--- src/rtl/bar_graph_pwm.sv ---
// PWM LED bar-graph driver with linear per-period fading toward brightness-scaled targets.
// Optional gamma-2.0 brightness map when BAR_GRAPH_PWM_GAMMA_EN is defined.
module bar_graph_pwm #(
    parameter int PRESCALE  = 64,
    parameter int PWM_WIDTH = 8,
    parameter int FADE_STEP = 4
) (
    input  logic                 clk,
    input  logic                 reset,
    input  logic [7:0]           level_in,
    input  logic [PWM_WIDTH-1:0] brightness,
    input  logic                 enable,
    output logic [7:0]           led_out,
    output logic                 period_start,
    output logic                 fading
);

    localparam int                   PS_W    = (PRESCALE > 1) ? $clog2(PRESCALE) : 1;
    localparam logic [PS_W-1:0]      PS_LAST = PS_W'(PRESCALE - 1);
    localparam logic [PWM_WIDTH-1:0] CNT_MAX = '1;
    localparam logic [PWM_WIDTH:0]   STEP    = (PWM_WIDTH+1)'(FADE_STEP);

    logic [PS_W-1:0]      presc;
    logic                 tick;
    logic                 boundary;
    logic [PWM_WIDTH-1:0] pwm_cnt;
    logic [PWM_WIDTH-1:0] bright_eff;
    logic [PWM_WIDTH-1:0] duty     [8];
    logic [PWM_WIDTH-1:0] target   [8];
    logic [PWM_WIDTH-1:0] duty_nxt [8];
    logic [7:0]           led_raw;
    logic                 fade_raw;

    assign tick     = (presc == PS_LAST);
    assign boundary = tick && (pwm_cnt == CNT_MAX);

`ifdef BAR_GRAPH_PWM_GAMMA_EN
    logic [PWM_WIDTH-1:0] sq_hi;
    logic [PWM_WIDTH-1:0] sq_unused_lo;

    assign {sq_hi, sq_unused_lo} = brightness * brightness;

    // Full scale is kept exact so "all-ones" still means constantly on.
    always_ff @(posedge clk or negedge reset) begin
        if (!reset) begin
            bright_eff <= '0;
        end else begin
            bright_eff <= (brightness == CNT_MAX) ? CNT_MAX : sq_hi;
        end
    end
`else
    assign bright_eff = brightness;
`endif

    // Step sizes are compared against the remaining distance, so no wrap or underflow.
    always_comb begin
        led_raw  = '0;
        fade_raw = 1'b0;
        for (int i = 0; i < 8; i++) begin
            duty_nxt[i] = duty[i];
            if (duty[i] < target[i]) begin
                if ({1'b0, target[i] - duty[i]} <= STEP) begin
                    duty_nxt[i] = target[i];
                end else begin
                    duty_nxt[i] = duty[i] + STEP[PWM_WIDTH-1:0];
                end
            end else if (duty[i] > target[i]) begin
                if ({1'b0, duty[i] - target[i]} <= STEP) begin
                    duty_nxt[i] = target[i];
                end else begin
                    duty_nxt[i] = duty[i] - STEP[PWM_WIDTH-1:0];
                end
            end
            led_raw[i] = (pwm_cnt < duty[i]) || (duty[i] == CNT_MAX);
            fade_raw   = fade_raw | (duty[i] != target[i]);
        end
    end

    always_ff @(posedge clk or negedge reset) begin
        if (!reset) begin
            presc        <= '0;
            pwm_cnt      <= '0;
            led_out      <= '0;
            period_start <= 1'b0;
            fading       <= 1'b0;
            for (int i = 0; i < 8; i++) begin
                duty[i]   <= '0;
                target[i] <= '0;
            end
        end else begin
            presc <= tick ? '0 : presc + PS_W'(1);
            if (tick) begin
                pwm_cnt <= pwm_cnt + PWM_WIDTH'(1);
            end
            period_start <= boundary;
            // Duties step toward the previous target while the new one is captured.
            if (boundary) begin
                for (int i = 0; i < 8; i++) begin
                    duty[i]   <= duty_nxt[i];
                    target[i] <= (enable && level_in[i]) ? bright_eff : '0;
                end
            end
            led_out <= led_raw;
            fading  <= fade_raw;
        end
    end

endmodule

--- config.mk ---
export PLATFORM = sky130hd
export DESIGN_NAME = bar_graph_pwm
export DESIGN_NICKNAME = d
export VERILOG_FILES = /design/src/rtl/bar_graph_pwm.sv
export SDC_FILE = /design/constraint.sdc
export NUM_CORES = 1
export LEC_CHECK = 0
export ABC_AREA = 1
export BUFFER_PORTS_ARGS = -buffer_cell sky130_fd_sc_hd__buf_2
export CORE_ASPECT_RATIO = 1.25
export CORE_MARGIN = 2
export CORE_UTILIZATION = 35
export CTS_CLUSTER_DIAMETER = 30
export CTS_CLUSTER_SIZE = 20
export DETAILED_ROUTE_END_ITERATION = 7
export HOLD_SLACK_MARGIN = 0.08
export PLACE_DENSITY = 0.47
export SYNTH_ARGS = -nofsm -noshare
export SYNTH_HDL_FRONTEND = slang
export SYNTH_SLANG_ARGS = --single-unit
export TNS_END_PERCENT = 1
--- constraint.sdc ---
create_clock -name clk -period 2.5 [get_ports clk]
set_input_delay 0.5 -clock clk [delete_from_list [all_inputs] [get_ports clk]]
set_output_delay 0.5 -clock clk [all_outputs]
set_load 0.02 [all_outputs]
### Yosys cells after proc, flatten, opt, wreduce, memory -nomap -nowiden

Cells that the tools add are included.

* muxes and demuxes: 41
* reduce and logical (&&, ||, !) cells: 33
* add/subtract/negate cells: 34
* eq/ne operators: 18
* magnitude comparators: 40
* bitwise operators: 7

Operators by type and width (count)
* 8-bit two-way mux: 40
* 8-bit by 3-bit <= comparator with 1-bit output (second input constant): 16
* 8-bit < comparator: 16
* 8-bit subtractor: 16
* 8-bit equality test (second input constant): 9
* 8-bit by 3-bit adder with 8-bit output (second input constant): 8
* 8-bit > comparator: 8
* 8-bit != test: 8
* 8-bit by 3-bit subtractor with 8-bit output (second input constant): 8
* 2-bit AND reduction: 8
* 2-bit nonzero test: 8
* 1-bit logical AND: 9
* 8-bit by 1-bit adder with 8-bit output (second input constant): 1
* 1-bit logical OR: 8
* 1-bit bitwise OR: 7
* 6-bit by 1-bit adder with 6-bit output (second input constant): 1
* 6-bit equality test (second input constant): 1
* 6-bit two-way mux: 1

* bits of input ports: 19
* word-level logic and storage cells: 194
* output and inout bits: 10
* register bits after elaboration: 152

### Logic depth before layout (Yosys ltp)

* depth in word-level cells: 8
* depth in mapped cells: 18
* depth with buffers taken out: 18

### Worst setup path after synthesis

Ideal clock, no wire load.

* path type: reg-to-reg
* start: register duty[36] in the netlist's numbering
* end: register duty[35] in the netlist's numbering
* required time: 2.375 ns
* path buffers: 1
* path slack: 0.238 ns
* clock period less this slack: 2.262 ns
* cell stages (with the launch flop): 14
* library setup time: 0.125 ns
* arrival: 2.137 ns
* cells stage by stage: dfrtp_1 -> clkbuf_1 -> inv_1 -> ha_1 -> nand2_1 -> nand2_1 -> a21oi_1 -> nand2_2 -> a21oi_4 -> inv_2 -> a21oi_4 -> inv_2 -> nand2_1 -> nand3_1

* longest elaborated chain between the ends: 5
* elaborated cells between the ends (all ways): 12
* those cells by class: 2 x add/sub; 4 x order compare; 4 x mux; 2 x reduce/logical

Ends and longest elaborated chain
* start: declaration: RTL line 28 `logic [PWM_WIDTH-1:0] duty [8];`
* start signal: indexed assignment: RTL line 99 `duty[i] <= duty_nxt[i];`
* 8-bit subtractor: RTL line 68 `if ({1'b0, duty[i] - target[i]} <= STEP) begin`
* 8-bit by 3-bit <= comparator with 1-bit output: RTL line 68
* 8-bit two-way mux: RTL line 68
* 8-bit two-way mux: RTL line 67 `end else if (duty[i] > target[i]) begin`
* 8-bit two-way mux: RTL line 61 `if (duty[i] < target[i]) begin`

Parallel ways exist; a longest one is shown, timed or not. The select of a mux whose other input is x is not followed.
A chain may end at the register's enable or synchronous reset.

### Worst setup path after layout

* start: register duty[10] in the netlist's numbering
* end: register duty[11] in the netlist's numbering

The elaborated chain is that of the path after synthesis.

==> impl_metrics.tcl <==
set metrics [dict create \
    outcome "finished, final reports clean" \
    worst_skew_pair.late_latency_ns 0.46 \
    multi_input_area_sq_mm 0.0112 \
    floorplan.die_area_sq_mm 0.0489 \
    total_power_w 0.00542 \
    setup_viol_count_final 0 \
    drv.max_cap_violation_count 0 \
    cts_root_buf "sky130_fd_sc_hd__clkbuf_16" \
    drc_errors 0 \
    fin_crit_sh_pct 93.5 \
    finalHoldViolations 0 \
    synthDominantCellAreaShare_pct 23.0 \
    critical_path.startpoint_type "flop" \
    avgSynthCellArea_sq_um 6.55 \
    count_of_tritonroute_iterations_in_the_first_routing_pass 6 \
    p_per_area_mw_per_mm2 284 \
    final_nets 2879 \
    post-route-util_pct 40.8 \
    cts_sinks 152 \
    antenna_found_initial 0 \
    synthesis.yosys.warnings 0 \
    relSlewSlack_pct 63.0 \
    grt_first_pass_wirelength_um 87500 \
    placed_cells_incl_taps 3279 \
    port-buffer-count 28 \
    min_path_type "reg -> reg" \
    worst-endpoint-arrival_ns 2.73 \
    timing_worst_setup_path_type "reg -> reg" \
    timing.final.crit_period_ns 2.34 \
    cts-buffers-inserted 17 \
    synth.net_count 2733 \
    end_kind "flop" \
    grt_max_degree 49 \
    syn2layout_area_growth_pct 15.8 \
    setup_repair_after_global_routing_missed_its_margin "yes" \
    cellInternalPower_w 0.00409 \
    viasPerCell 4.97 \
    slew_viol_final 0 \
    grt_pass1_vias 16159 \
    fillCellCount 5009 \
    cts-htree-levels 4 \
    synth_top_cell_by_area "sky130_fd_sc_hd__dfrtp_1" \
    routed_wl_um 55300 \
    clockBufferDepth 2 \
    synth-edff-count 0 \
    critical-path-max-stage-delay_ns 0.37 \
    fmax_ghz 0.428 \
    floorplan.initialDensity_pct 35.2 \
    path_cells "inv_1, ha_1, or2_1, nand3_1, nand2_1, buf_4, a21oi_4, inv_2, a21oi_4, buf_4, nand2_1, nand2_1" \
    share_comb_of_total_power_pct 2.9 \
    worstMarginPinSlew_ns 0.555 \
    critical_path.n_buffers_inverters 4 \
    worst_ep_required_time_ns 2.90 \
    synth_seq_cells 152 \
    total_leakage_power_nw 10.3 \
    synthCells 2520 \
    switching_share_pct 24.5 \
    drt_iter0_drc 1116 \
    vdd_ir_drop_max_uv 382 \
    mappedNetlistArea_sq_mm 0.0165 \
    vertical_extent_of_the_die_um 247 \
    clk_transition_reported_paths_ns 0.07 \
    fraction_of_final_layout_cells_sized_beyond_drive_strength_1_pct 13.4 \
    fin_worst_skew_ns 0.0109 \
    synth.top_cells.by_area "sky130_fd_sc_hd__dfrtp_1 23%, sky130_fd_sc_hd__nand2_1 18%, sky130_fd_sc_hd__ha_1 15%" \
    die_w_um 198 \
    cpLargestDelayFamily "simple AND/OR/NAND/NOR gates" \
    asyncSetResetFlopFracSynth_pct 100 \
    place_hpwl_um 43500 \
    p_sw_w 0.00133 \
    routed_wire_per_std_cell_um 16.7 \
    power_frac_clock_pct 51.8 \
    ff_latch_area_sq_mm 0.00381 \
    grt.total_usage_pct 23.1 \
    minimum_setup_slack_among_reg_to_reg_paths_ns 0.16 \
    antennaDiodeCount 0 \
    critical-path-slowest-cell "sky130_fd_sc_hd__ha_1" \
    most_used_flip_flop_cell_after_synthesis "sky130_fd_sc_hd__dfrtp_1" \
    grt_overflow_total 0 \
    vias 16471 \
    place_congestion 0.935 \
    worst_hold_slack_ns 0.468 \
    num_io_pins 29 \
    crit_top_cell "sky130_fd_sc_hd__nand2_1" \
    rows 89 \
    fp.coreArea_sq_mm 0.0469 \
    post_detailed_route_count_of_antenna_violating_nets 0 \
    worst-path-max-fanout 8 \
    yosysUniqueCellTypes 47 \
    yosysSeqAreaShare_pct 23.0 \
    tritoncts "done" \
    non_filler_instance_count_after_layout 3316 \
    share_seq_of_total_power_pct 45.3 \
]
registers in the layout, summed over array words and instances, names as in the netlist:
signal,count
led_out,8
period_start,1
fading,1
duty,64
pwm_cnt,8
presc,6
target,64
cell families after synthesis:
| logic type | after synthesis | synth area share (%) |
|---|---|---|
| XOR/XNOR | 73 | 3.87 |
| AND/OR/NAND/NOR | 1445 | 40.0 |
| flip-flops | 152 | 23.0 |
| multiplexers | 1 | 0.0682 |
| buffers and inverters | 423 | 9.91 |
| adder cells (fa/ha/maj) | 194 | 14.7 |
| AO/OA/AOI/OAI | 232 | 8.43 |
placed cells by master (no fill, tap or decap), types with 12 or more instances in the layout:
master,netlist,routed
sky130_fd_sc_hd__xor2_1,55,55
sky130_fd_sc_hd__nand4_1,30,30
sky130_fd_sc_hd__nand3_1,412,412
sky130_fd_sc_hd__nor2_2,23,21
sky130_fd_sc_hd__nor2_1,61,58
sky130_fd_sc_hd__nor2_4,18,23
sky130_fd_sc_hd__dfrtp_1,152,149
sky130_fd_sc_hd__ha_1,194,177
sky130_fd_sc_hd__nand2_1,795,790
sky130_fd_sc_hd__xnor2_1,18,18
sky130_fd_sc_hd__buf_4,7,126
sky130_fd_sc_hd__nor3_1,20,19
sky130_fd_sc_hd__buf_2,9,27
sky130_fd_sc_hd__o21ai_0,85,85
sky130_fd_sc_hd__clkbuf_16,0,17
sky130_fd_sc_hd__a21oi_1,71,69
sky130_fd_sc_hd__ha_2,0,12
sky130_fd_sc_hd__inv_1,377,377
sky130_fd_sc_hd__nand2_2,44,49
sky130_fd_sc_hd__o21ai_1,23,22
path summary, 6_finish.rpt:
path / startpoint / end / cells after the start
hold reg to reg: presc[0] / presc[0] / 1
max in group asynchronous: reset / duty[3] / 3
hold / removal: presc[0] / presc[0] / 1
min in group asynchronous: reset / duty[47] / 2
setup / recovery: duty[10] / duty[11] / 12
setup reg to reg: duty[10] / duty[11] / 12
metal layers:
layer  up-vias  track usage, %  wire [um]
met5         -               0          0
met4         0            7.98       1600
met3        76            2.65       1660
met2       334            41.6      27600
met1      7647            28.4      24500
li1       8414               -          -
worst reg2reg max path: stages, from the launching register on:
cell and delay [ns]:
sky130_fd_sc_hd__dfrtp_1 0.34, sky130_fd_sc_hd__inv_1 0.07, sky130_fd_sc_hd__ha_1 0.37, sky130_fd_sc_hd__or2_1 0.31, sky130_fd_sc_hd__nand3_1 0.15, sky130_fd_sc_hd__nand2_1 0.09
sky130_fd_sc_hd__buf_4 0.14, sky130_fd_sc_hd__a21oi_4 0.18, sky130_fd_sc_hd__inv_2 0.13, sky130_fd_sc_hd__a21oi_4 0.23, sky130_fd_sc_hd__buf_4 0.16, sky130_fd_sc_hd__nand2_1 0.05
sky130_fd_sc_hd__nand2_1 0.05
metrics by stage:
step	TNS (ns)	instance area (sq um)	setup WS (ns)
CTS	0	18900	0.0185
finish	0	19100	0.162
global route	-0.0448	19100	-0.0156
detailed placement	0	18300	0.0458
floorplan	0	16500	0.238
global placement	0	18300	0.0213
Yosys cell counts, types with 9 or more instances:
master and instances:
sky130_fd_sc_hd__dfrtp_1 152, sky130_fd_sc_hd__inv_2 10, sky130_fd_sc_hd__nand3_2 9, sky130_fd_sc_hd__nand2_1 795, sky130_fd_sc_hd__nor2_1 61, sky130_fd_sc_hd__o21ai_0 85, sky130_fd_sc_hd__xnor2_1 18, sky130_fd_sc_hd__nand3_1 412
sky130_fd_sc_hd__nand2_2 44, sky130_fd_sc_hd__nor2_4 18, sky130_fd_sc_hd__or2_1 11, sky130_fd_sc_hd__a21oi_4 11, sky130_fd_sc_hd__nand4_1 30, sky130_fd_sc_hd__nor2_2 23, sky130_fd_sc_hd__clkbuf_1 16, sky130_fd_sc_hd__buf_2 9
sky130_fd_sc_hd__nor3_1 20, sky130_fd_sc_hd__a21oi_1 71, sky130_fd_sc_hd__o21ai_1 23, sky130_fd_sc_hd__ha_1 194, sky130_fd_sc_hd__inv_1 377, sky130_fd_sc_hd__xor2_1 55
power groups by stage:
| stage | combinational, W | clock, W | sequential, W |
|---|---|---|---|
| after floorplan | 0.0000289 | 0 | 0.00251 |
| after global placement | 0.000161 | 0 | 0.00251 |
| after detailed placement | 0.000161 | 0 | 0.00251 |
| after CTS | 0.000163 | 0.00289 | 0.00246 |
| after global routing | 0.000171 | 0.00298 | 0.00246 |
| final | 0.000156 | 0.00281 | 0.00246 |
final cells by class:
| type | instances | area share [%] |
|---|---|---|
| clock inverters | 12 | 0.870 |
| flip-flops and latches | 152 | 19.9 |
| multi-input cells | 1945 | 58.7 |
| clock buffers | 20 | 2.34 |
| repair buffers | 160 | 6.29 |
| inverters | 390 | 7.68 |
| well taps | 637 | 4.17 |
repair_timing:
item                                    4_1_cts  5_1_grt
hold buffers                                  1        0
gates resized for setup                       0       43
setup buffers                                 0        4
endpoints found under the setup margin        0       59
hold endpoints to repair                     45        0
Power figures use the tool's default switching activity.
